## src/rtl/apb_pkg.sv

```systemverilog
// Shared types and default widths for the APB master bridge and its watchdog.
// Command and response structs use the package widths, which are the bridge defaults.
package apb_pkg;

    localparam int APB_ADDR_W  = 8;
    localparam int APB_DATA_W  = 32;
    localparam int APB_TIMEOUT = 16;
    localparam int WD_CNT_W    = 8;

    typedef enum logic [1:0] {
        IDLE,
        SETUP,
        ACCESS,
        RESP
    } apb_state_e;

    typedef struct packed {
        logic                  write;
        logic [APB_ADDR_W-1:0] addr;
        logic [APB_DATA_W-1:0] wdata;
    } apb_cmd_t;

    typedef struct packed {
        logic [APB_DATA_W-1:0] rdata;
        logic                  err;
        logic                  timeout;
    } apb_rsp_t;

endpackage

```

## src/rtl/apb_wait_watchdog.sv

```systemverilog
// Saturating count of ACCESS wait states; expired_o flags the wait cycle that reaches TIMEOUT.
module apb_wait_watchdog
    import apb_pkg::*;
#(
    parameter int TIMEOUT = APB_TIMEOUT
) (
    input  logic PCLK_i,
    input  logic PRESETn_i,
    input  logic clear_i,
    input  logic enable_i,
    output logic expired_o
);

    localparam logic [WD_CNT_W-1:0] LAST_WAIT = WD_CNT_W'(TIMEOUT - 1);

    logic [WD_CNT_W-1:0] count_q;
    logic [WD_CNT_W-1:0] count_d;

    always_comb begin
        count_d = count_q;
        if (clear_i) begin
            count_d = '0;
        end else if (enable_i && (count_q != '1)) begin
            count_d = count_q + 1'b1;
        end
    end

    always_ff @(posedge PCLK_i) begin
        if (!PRESETn_i) begin
            count_q <= '0;
        end else begin
            count_q <= count_d;
        end
    end

    // The current wait cycle is the TIMEOUT-th one when TIMEOUT-1 waits are already counted.
    assign expired_o = enable_i && (count_q >= LAST_WAIT);

endmodule

```

## src/rtl/apb_master_bridge.sv

```systemverilog
// Turns a valid/ready command stream into APB SETUP/ACCESS transfers and
// returns read data and error/timeout status on a held response channel.
module apb_master_bridge
    import apb_pkg::*;
#(
    parameter int ADDR_W  = APB_ADDR_W,
    parameter int DATA_W  = APB_DATA_W,
    parameter int TIMEOUT = APB_TIMEOUT
) (
    input  logic              PCLK_i,
    input  logic              PRESETn_i,
    input  logic              cmd_valid_i,
    output logic              cmd_ready_o,
    input  logic              cmd_write_i,
    input  logic [ADDR_W-1:0] cmd_addr_i,
    input  logic [DATA_W-1:0] cmd_wdata_i,
    output logic              rsp_valid_o,
    input  logic              rsp_ready_i,
    output logic [DATA_W-1:0] rsp_rdata_o,
    output logic              rsp_err_o,
    output logic              rsp_timeout_o,
    output logic              PSEL_o,
    output logic              PENABLE_o,
    output logic              PWRITE_o,
    output logic [ADDR_W-1:0] PADDR_o,
    output logic [DATA_W-1:0] PWDATA_o,
    input  logic [DATA_W-1:0] PRDATA_i,
    input  logic              PREADY_i,
    input  logic              PSLVERR_i
);

    apb_state_e state_q;
    apb_cmd_t   cmd_q;
    apb_rsp_t   rsp_q;
    logic       psel_q;
    logic       penable_q;
    logic       rsp_valid_q;

    logic wd_enable;
    logic wd_clear;
    logic wd_expired;

    assign wd_enable = (state_q == ACCESS) && !PREADY_i;
    assign wd_clear  = (state_q == RESP) && rsp_ready_i;

    apb_wait_watchdog #(
        .TIMEOUT(TIMEOUT)
    ) u_watchdog (
        .PCLK_i   (PCLK_i),
        .PRESETn_i(PRESETn_i),
        .clear_i  (wd_clear),
        .enable_i (wd_enable),
        .expired_o(wd_expired)
    );

    always_ff @(posedge PCLK_i) begin
        if (!PRESETn_i) begin
            state_q     <= IDLE;
            cmd_q       <= '0;
            rsp_q       <= '0;
            psel_q      <= 1'b0;
            penable_q   <= 1'b0;
            rsp_valid_q <= 1'b0;
        end else begin
            case (state_q)
                IDLE: begin
                    if (cmd_valid_i) begin
                        cmd_q   <= '{write: cmd_write_i, addr: cmd_addr_i, wdata: cmd_wdata_i};
                        psel_q  <= 1'b1;
                        state_q <= SETUP;
                    end
                end
                SETUP: begin
                    penable_q <= 1'b1;
                    state_q   <= ACCESS;
                end
                ACCESS: begin
                    // A ready slave wins over the watchdog on the limit cycle.
                    if (PREADY_i) begin
                        rsp_q <= '{rdata:   (cmd_q.write ? {APB_DATA_W{1'b0}} : PRDATA_i),
                                   err:     PSLVERR_i,
                                   timeout: 1'b0};
                        psel_q      <= 1'b0;
                        penable_q   <= 1'b0;
                        rsp_valid_q <= 1'b1;
                        state_q     <= RESP;
                    end else if (wd_expired) begin
                        rsp_q       <= '{rdata: {APB_DATA_W{1'b0}}, err: 1'b1, timeout: 1'b1};
                        psel_q      <= 1'b0;
                        penable_q   <= 1'b0;
                        rsp_valid_q <= 1'b1;
                        state_q     <= RESP;
                    end
                end
                RESP: begin
                    if (rsp_ready_i) begin
                        rsp_valid_q <= 1'b0;
                        state_q     <= IDLE;
                    end
                end
                default: begin
                    state_q <= IDLE;
                end
            endcase
        end
    end

    assign cmd_ready_o   = (state_q == IDLE) && PRESETn_i;
    assign PSEL_o        = psel_q;
    assign PENABLE_o     = penable_q;
    assign PWRITE_o      = cmd_q.write;
    assign PADDR_o       = cmd_q.addr;
    assign PWDATA_o      = cmd_q.wdata;
    assign rsp_valid_o   = rsp_valid_q;
    assign rsp_rdata_o   = rsp_q.rdata;
    assign rsp_err_o     = rsp_q.err;
    assign rsp_timeout_o = rsp_q.timeout;

endmodule

```

## config.mk

```make
export PLATFORM = sky130hd
export DESIGN_NAME = apb_master_bridge
export DESIGN_NICKNAME = d
export VERILOG_FILES = /design/src/rtl/apb_pkg.sv /design/src/rtl/apb_wait_watchdog.sv /design/src/rtl/apb_master_bridge.sv
export SDC_FILE = /design/constraint.sdc
export NUM_CORES = 1
export LEC_CHECK = 0
export ABC_AREA = 1
export CAP_MARGIN = 20
export CORE_MARGIN = 4
export CORE_UTILIZATION = 38
export CTS_CLUSTER_SIZE = 14
export DETAILED_ROUTE_END_ITERATION = 7
export GPL_ROUTABILITY_DRIVEN = 0
export PLACE_DENSITY = 0.76
export SETUP_SLACK_MARGIN = 0.4
export SYNTH_ARGS = -nofsm -noshare
export SYNTH_HDL_FRONTEND = slang
export SYNTH_SLANG_ARGS = --single-unit
```

## constraint.sdc

```tcl
create_clock -name PCLK_i -period 1.6 [get_ports PCLK_i]
set_clock_uncertainty 0.2 [all_clocks]
set_input_delay 0.24 -clock PCLK_i [delete_from_list [all_inputs] [get_ports PCLK_i]]
set_output_delay 0.24 -clock PCLK_i [all_outputs]
set_load 0.03 [all_outputs]
```

After elaboration in Yosys (flattened, before gate mapping) --
Cells that the tools add are included.
Cells by class: $add $sub $neg 1, $lt $le $gt $ge 1, equal/unequal tests 7, muxes and demuxes 17, bitwise logic cells 1, reduce and logical (&&, ||, !) cells 18
Operators with widths (count):
- 34-bit two-way mux | 2
- 32-bit two-way mux | 1
- 3-bit AND reduction | 3
- 8-bit by 1-bit adder with 8-bit output (second input constant) | 1
- 8-bit by 4-bit >= comparator with 1-bit output (second input constant) | 1
- 2-bit two-way mux | 4
- 8-bit inequality test (second input constant) | 1
- 2-bit one-hot mux with 4 select lines | 1
- 2-bit nonzero test | 4
- 1-bit two-way mux | 6
- 1-bit one-hot mux with 2 select lines | 3
- 2-bit AND reduction | 3
- 1-bit logical AND | 5
- 2-bit equality test (second input constant) | 2
- 2-bit inequality test (second input constant) | 2
- 3-bit by 2-bit inequality test with 1-bit output (second input constant) | 1
- 2-bit by 1-bit equality test with 1-bit output (second input constant) | 1
- 2-bit logical NOT | 1
- 2-bit OR reduction | 1
- 1-bit logical NOT | 1
- 1-bit inverter | 1
Word-level totals: flip-flop bits (word level) 88, output and inout port bits 79, word-level logic and storage cells 56

Depth between registers and ports, before layout --
depth after elaboration 6, depth in mapped cells 10, gate-level depth less buffers 9

Cells and area by module --
From an unflattened synthesis, not the netlist that was laid out.
Unflattened totals: cell total of the unflattened synthesis 445, area total of the unflattened synthesis 3535.9 sq um
Modules (own cells, without submodules):
- apb_master_bridge | instances 1, cells each 370, area an instance 3044.2 sq um, sequential area each 1601.5 sq um
- apb_wait_watchdog | instances 1, cells each 75, area an instance 491.7 sq um, sequential area each 160.2 sq um

Worst setup path after synthesis --
OpenSTA, ideal clock, no wires.
path kind register -> register, start point reg state_q[0], end point reg u_watchdog.count_q[0], library setup time 0.070 ns, data arrival time 1.298 ns, required time 1.330 ns, slack 0.032 ns, cell stages (with the launch flop) 9, buffers on the path 1, cells stage by stage dfxtp_1 inv_1 ha_1 buf_4 inv_2 nor2_4 nand2_1 or2_2 a21oi_1
On the way: longest elaborated chain between the ends 3, elaborated cells on any way between the ends 6, those cells by class eq/ne: 2; reduce/logical: 4
Ends and longest elaborated chain:
- start, declared | RTL line apb_master_bridge.sv:32 | apb_state_e state_q;
- start signal, assigned | RTL line apb_master_bridge.sv:58 | state_q <= IDLE;
- start signal, assigned | RTL line apb_master_bridge.sv:70 | state_q <= SETUP;
- start signal, assigned | RTL line apb_master_bridge.sv:75 | state_q <= ACCESS;
- 2-bit equality test, on equally long branches | RTL line apb_master_bridge.sv:44, apb_master_bridge.sv:43
- 1-bit logical AND, on equally long branches | RTL line apb_master_bridge.sv:44, apb_master_bridge.sv:43
- 2-bit OR reduction (no source line) or 1-bit logical AND (tied branches)
- end signal, assigned | RTL line apb_wait_watchdog.sv:32 | count_q <= count_d;
- end, declared | RTL line apb_wait_watchdog.sv:16 | logic [WD_CNT_W-1:0] count_q;
Parallel ways exist; a longest one is shown, timed or not. A chain may end at the register's enable or synchronous reset.

Worst setup path in the final report --
start point reg u_watchdog.count_q[0], end point reg rsp_q (netlist bit rsp_rdata_o[6])
On the way: longest elaborated chain between the ends 4
Ends and longest elaborated chain:
- 8-bit by 4-bit >= comparator with 1-bit output | RTL line apb_wait_watchdog.sv:37 | assign expired_o = enable_i && (count_q >= LAST_WAIT);
- 1-bit logical AND | RTL line apb_wait_watchdog.sv:37
- 2-bit nonzero test (no source line)
- 2-bit AND reduction (no source line)
- end signal, assigned | RTL line apb_master_bridge.sv:80 | rsp_q <= '{rdata: (cmd_q.write ? {APB_DATA_W{1'b0}} : PRDATA_i),
- end signal, assigned | RTL line apb_master_bridge.sv:88 | rsp_q <= '{rdata: {APB_DATA_W{1'b0}}, err: 1'b1, timeout: 1'b1};
- end, declared | RTL line apb_master_bridge.sv:34 | apb_rsp_t rsp_q;
No other way between the ends.

==> run metrics <==
outcome finished, violations left; violated checks setup timing; initial antenna violation count 0; met2 usage 0.380; CTS H-Tree Depth 3; final period utilization 1.07; critical path type reg -> reg; Clk Latency, worst-skew pair 0.34 ns; vias in the first global route 3,943; Worst EP arrival 1.75 ns; DP Area 5440 sq um; clk sinks 88; routed vias 4,229; M1 GR Usage 0.221; DR vias/cell 4.86; Fin Hold WS 0.145 ns; slowest CP cell dfxtp_4; PortBufs 157; Post-route DRC 0; critical path's top delay family simple AND/OR/NAND/NOR gates; share of cells above drive strength 1 0.567; FP Rows 35; area grow syn2layout 104%; Core Box Area 9280 sq um; Worst Path Required 1.64 ns; HPWL after DPL 7280 um; die width 106 um; Post-Synthesis Cell Area 3640 sq um; post-synthesis sequential area ratio 0.484; Peak Freq 0.586 GHz; initial core utilization 0.392; GRT Residual Overflow 0; maximum root-to-sink buffer count 2; gr usage total 0.204; I/O pin cnt 158; Root Driver clkbuf_8; Peak VDD IR 1170 uV; RSZ-0062 raised after global routing yes; Crit. End Element flop; Hold Path Class in -> reg; setup ws final -0.107 ns; Mapped Avg Cell Area 7.08 sq um; Pre-Repair DR Iteration Count 4; initial drt markers 154; die area 11,200 sq um; static leakage 0.00330 uW; Die H 106 um; relative slew slack 0.693; Final min period 1.71 ns; Power Density 1590 nW/um^2; #FFs+latches synth 88; Power Total 11,800 uW; max-slew violation count 0; largest net degree at the start of global routing 78; Post-Route WL 14,500 um; Clk pin slew, worst setup/hold paths 0.10 ns; Ant. Diodes 0; Num CTS Buffers 9; slowest stage delay, CP 0.37 ns; Ys Warns 0; Fill cells 560; Startpoint Class flop; net count after synthesis 598; count of max-cap constraint violations 0; Detail Route Antenna Nets 0; busiest layer in global routing met2; Design Area, Final 7440 sq um; met3 Usage GRT 0.0588; critical path peak fanout 8; DR WL/cell 16.7 um; sum of buffers and inverters on the critical path 1; post-synthesis cell count 514; critical-path cell list ha_4, nand3_4, nand4_4, nand2_4, buf_16, a21oi_1, nor2_1; setup tns final -1.51 ns; Tightest Pin Transition 0.460 ns; # setup viols final 44; Final Hold Vio Count 0; first-pass GRT wire length 18,700 um; nets 821; CTS tree yes; synth unique cells 26
synth_stat cells:
library cell / instances / share of area
nor2_1: 131 / 0.14
nand2_1: 102 / 0.11
dfxtp_1: 88 / 0.48
inv_1: 50 / 0.052
o21ai_0: 45 / 0.062
a21oi_1: 42 / 0.058
buf_2: 10 / 0.014
clkbuf_1: 10 / 0.010
nand3_1: 8 / 0.011
ha_1: 5 / 0.017
buf_4: 4 / 0.0082
buf_6: 3 / 0.0093
inv_2: 2 / 0.0021
nor2_2: 2 / 0.0034
a21boi_4: 1 / 0.0052
a31oi_1: 1 / 0.0017
nand2_2: 1 / 0.0017
nand3_2: 1 / 0.0027
nand3b_1: 1 / 0.0021
nand4_1: 1 / 0.0017
nand4_2: 1 / 0.0034
nor2_4: 1 / 0.0031
nor3_1: 1 / 0.0014
or2_2: 1 / 0.0017
xnor2_1: 1 / 0.0024
xor2_1: 1 / 0.0024
tightest hold or removal path, delay by kind of cell:
family,cells,cell delay [ns]
AOI/OAI and AO/OA,1,0.05
buffers and inverters,2,0.35
flip-flops by register name, summed over array words and instances (netlist names):
signal / count
PWDATA_o: 32
rsp_err_o: 1
rsp_valid_o: 1
PSEL_o: 1
PWRITE_o: 1
rsp_rdata_o: 32
PENABLE_o: 1
rsp_timeout_o: 1
PADDR_o: 8
state_q: 2
u_watchdog.count_q: 8
worst paths after layout:
kind / end / from / slack (ns) / cells after the start
max: rsp_rdata_o[6]$_SDFFE_PN0P_ / u_watchdog.count_q[0]$_SDFFE_PP0P_ / -0.11 / 7
max reg2reg: rsp_rdata_o[6]$_SDFFE_PN0P_ / u_watchdog.count_q[0]$_SDFFE_PP0P_ / -0.11 / 7
min reg2reg: rsp_err_o$_SDFFE_PN0P_ / rsp_err_o$_SDFFE_PN0P_ / 0.27 / 2
min: PENABLE_o$_SDFFE_PN0P_ / PRESETn_i / 0.15 / 3
logic make-up (layout without fill, tap and decap cells):
group / Yosys count / after routing / synth area share
AOI/OAI and AO/OA: 89 / 89 / 0.126
xor gates and xnor gates: 2 / 2 / 0.00481
adders and majority gates: 5 / 5 / 0.0172
buffers and inverters: 79 / 306 / 0.0952
DFF: 88 / 88 / 0.484
and+or+nand+nor: 251 / 252 / 0.273
routing by layer:
layer,share of wire,up-vias
li1,-,2041
met1,0.38,1998
met2,0.53,162
met3,0.065,28
met4,0.024,0
met5,0,-
report_power, final:
part	internal, uW	switching (uW)	leakage (uW)	total [uW]
Sequential	2880	477	0.000758	3360
Combinational	3340	3530	0.00244	6880
Clock	804	810	0.000101	1610
Total	7030	4820	0.00330	11800
metrics by stage:
stage                     std cells  utilization  worst slack, ns
after detailed placement        788        0.586           -0.220
after global placement          788        0.586           -0.164
after CTS                       825        0.686         -0.00298
after floorplan                 514            -           0.0856
after global routing            871        0.802           -0.135
final                           871        0.802           -0.107
what timing repair did:
item	CTS	global route
cloned	6	12
pin swaps	40	64
hold buffers	0	0
buffers inserted	15	34
setup endpoints to repair	167	167
gates resized for setup	699	186
layout make-up:
class / instances / area (sq um) / area share
Multi-Input combinational cell: 348 / 2270 / 0.305
Timing Repair Buffer: 238 / 2700 / 0.362
Clock buffer: 11 / 151 / 0.0203
Inverter: 52 / 215 / 0.0289
Clock inverter: 5 / 55.1 / 0.00740
Tap cell: 129 / 161 / 0.0217
Sequential cell: 88 / 1890 / 0.254
cells in the final DEF (no fill, tap or decap), types with 2 or more instances in the layout:
cell | Yosys | layout
buf_4 | 4 | 46
o21ai_0 | 45 | 10
dfxtp_2 | 0 | 76
clkbuf_8 | 0 | 11
buf_12 | 0 | 8
dfxtp_4 | 0 | 9
o21ai_1 | 0 | 10
nor2_1 | 131 | 86
o21ai_2 | 0 | 23
inv_2 | 2 | 2
clkinvlp_4 | 0 | 2
clkinv_2 | 0 | 2
clkbuf_16 | 0 | 9
nand2_4 | 0 | 18
ha_4 | 0 | 3
buf_16 | 0 | 6
nand3_1 | 8 | 6
a21oi_1 | 42 | 26
nand2_8 | 0 | 2
clkdlybuf4s50_1 | 0 | 77
nor2_2 | 2 | 24
inv_1 | 50 | 46
inv_4 | 0 | 3
o21ai_4 | 0 | 2
buf_6 | 3 | 91
nand2_2 | 1 | 33
dfxtp_1 | 88 | 3
nand2_1 | 102 | 51
nor2_4 | 1 | 24
nand3_4 | 0 | 2
a21oi_2 | 0 | 15
Power figures use the tool's default switching activity.
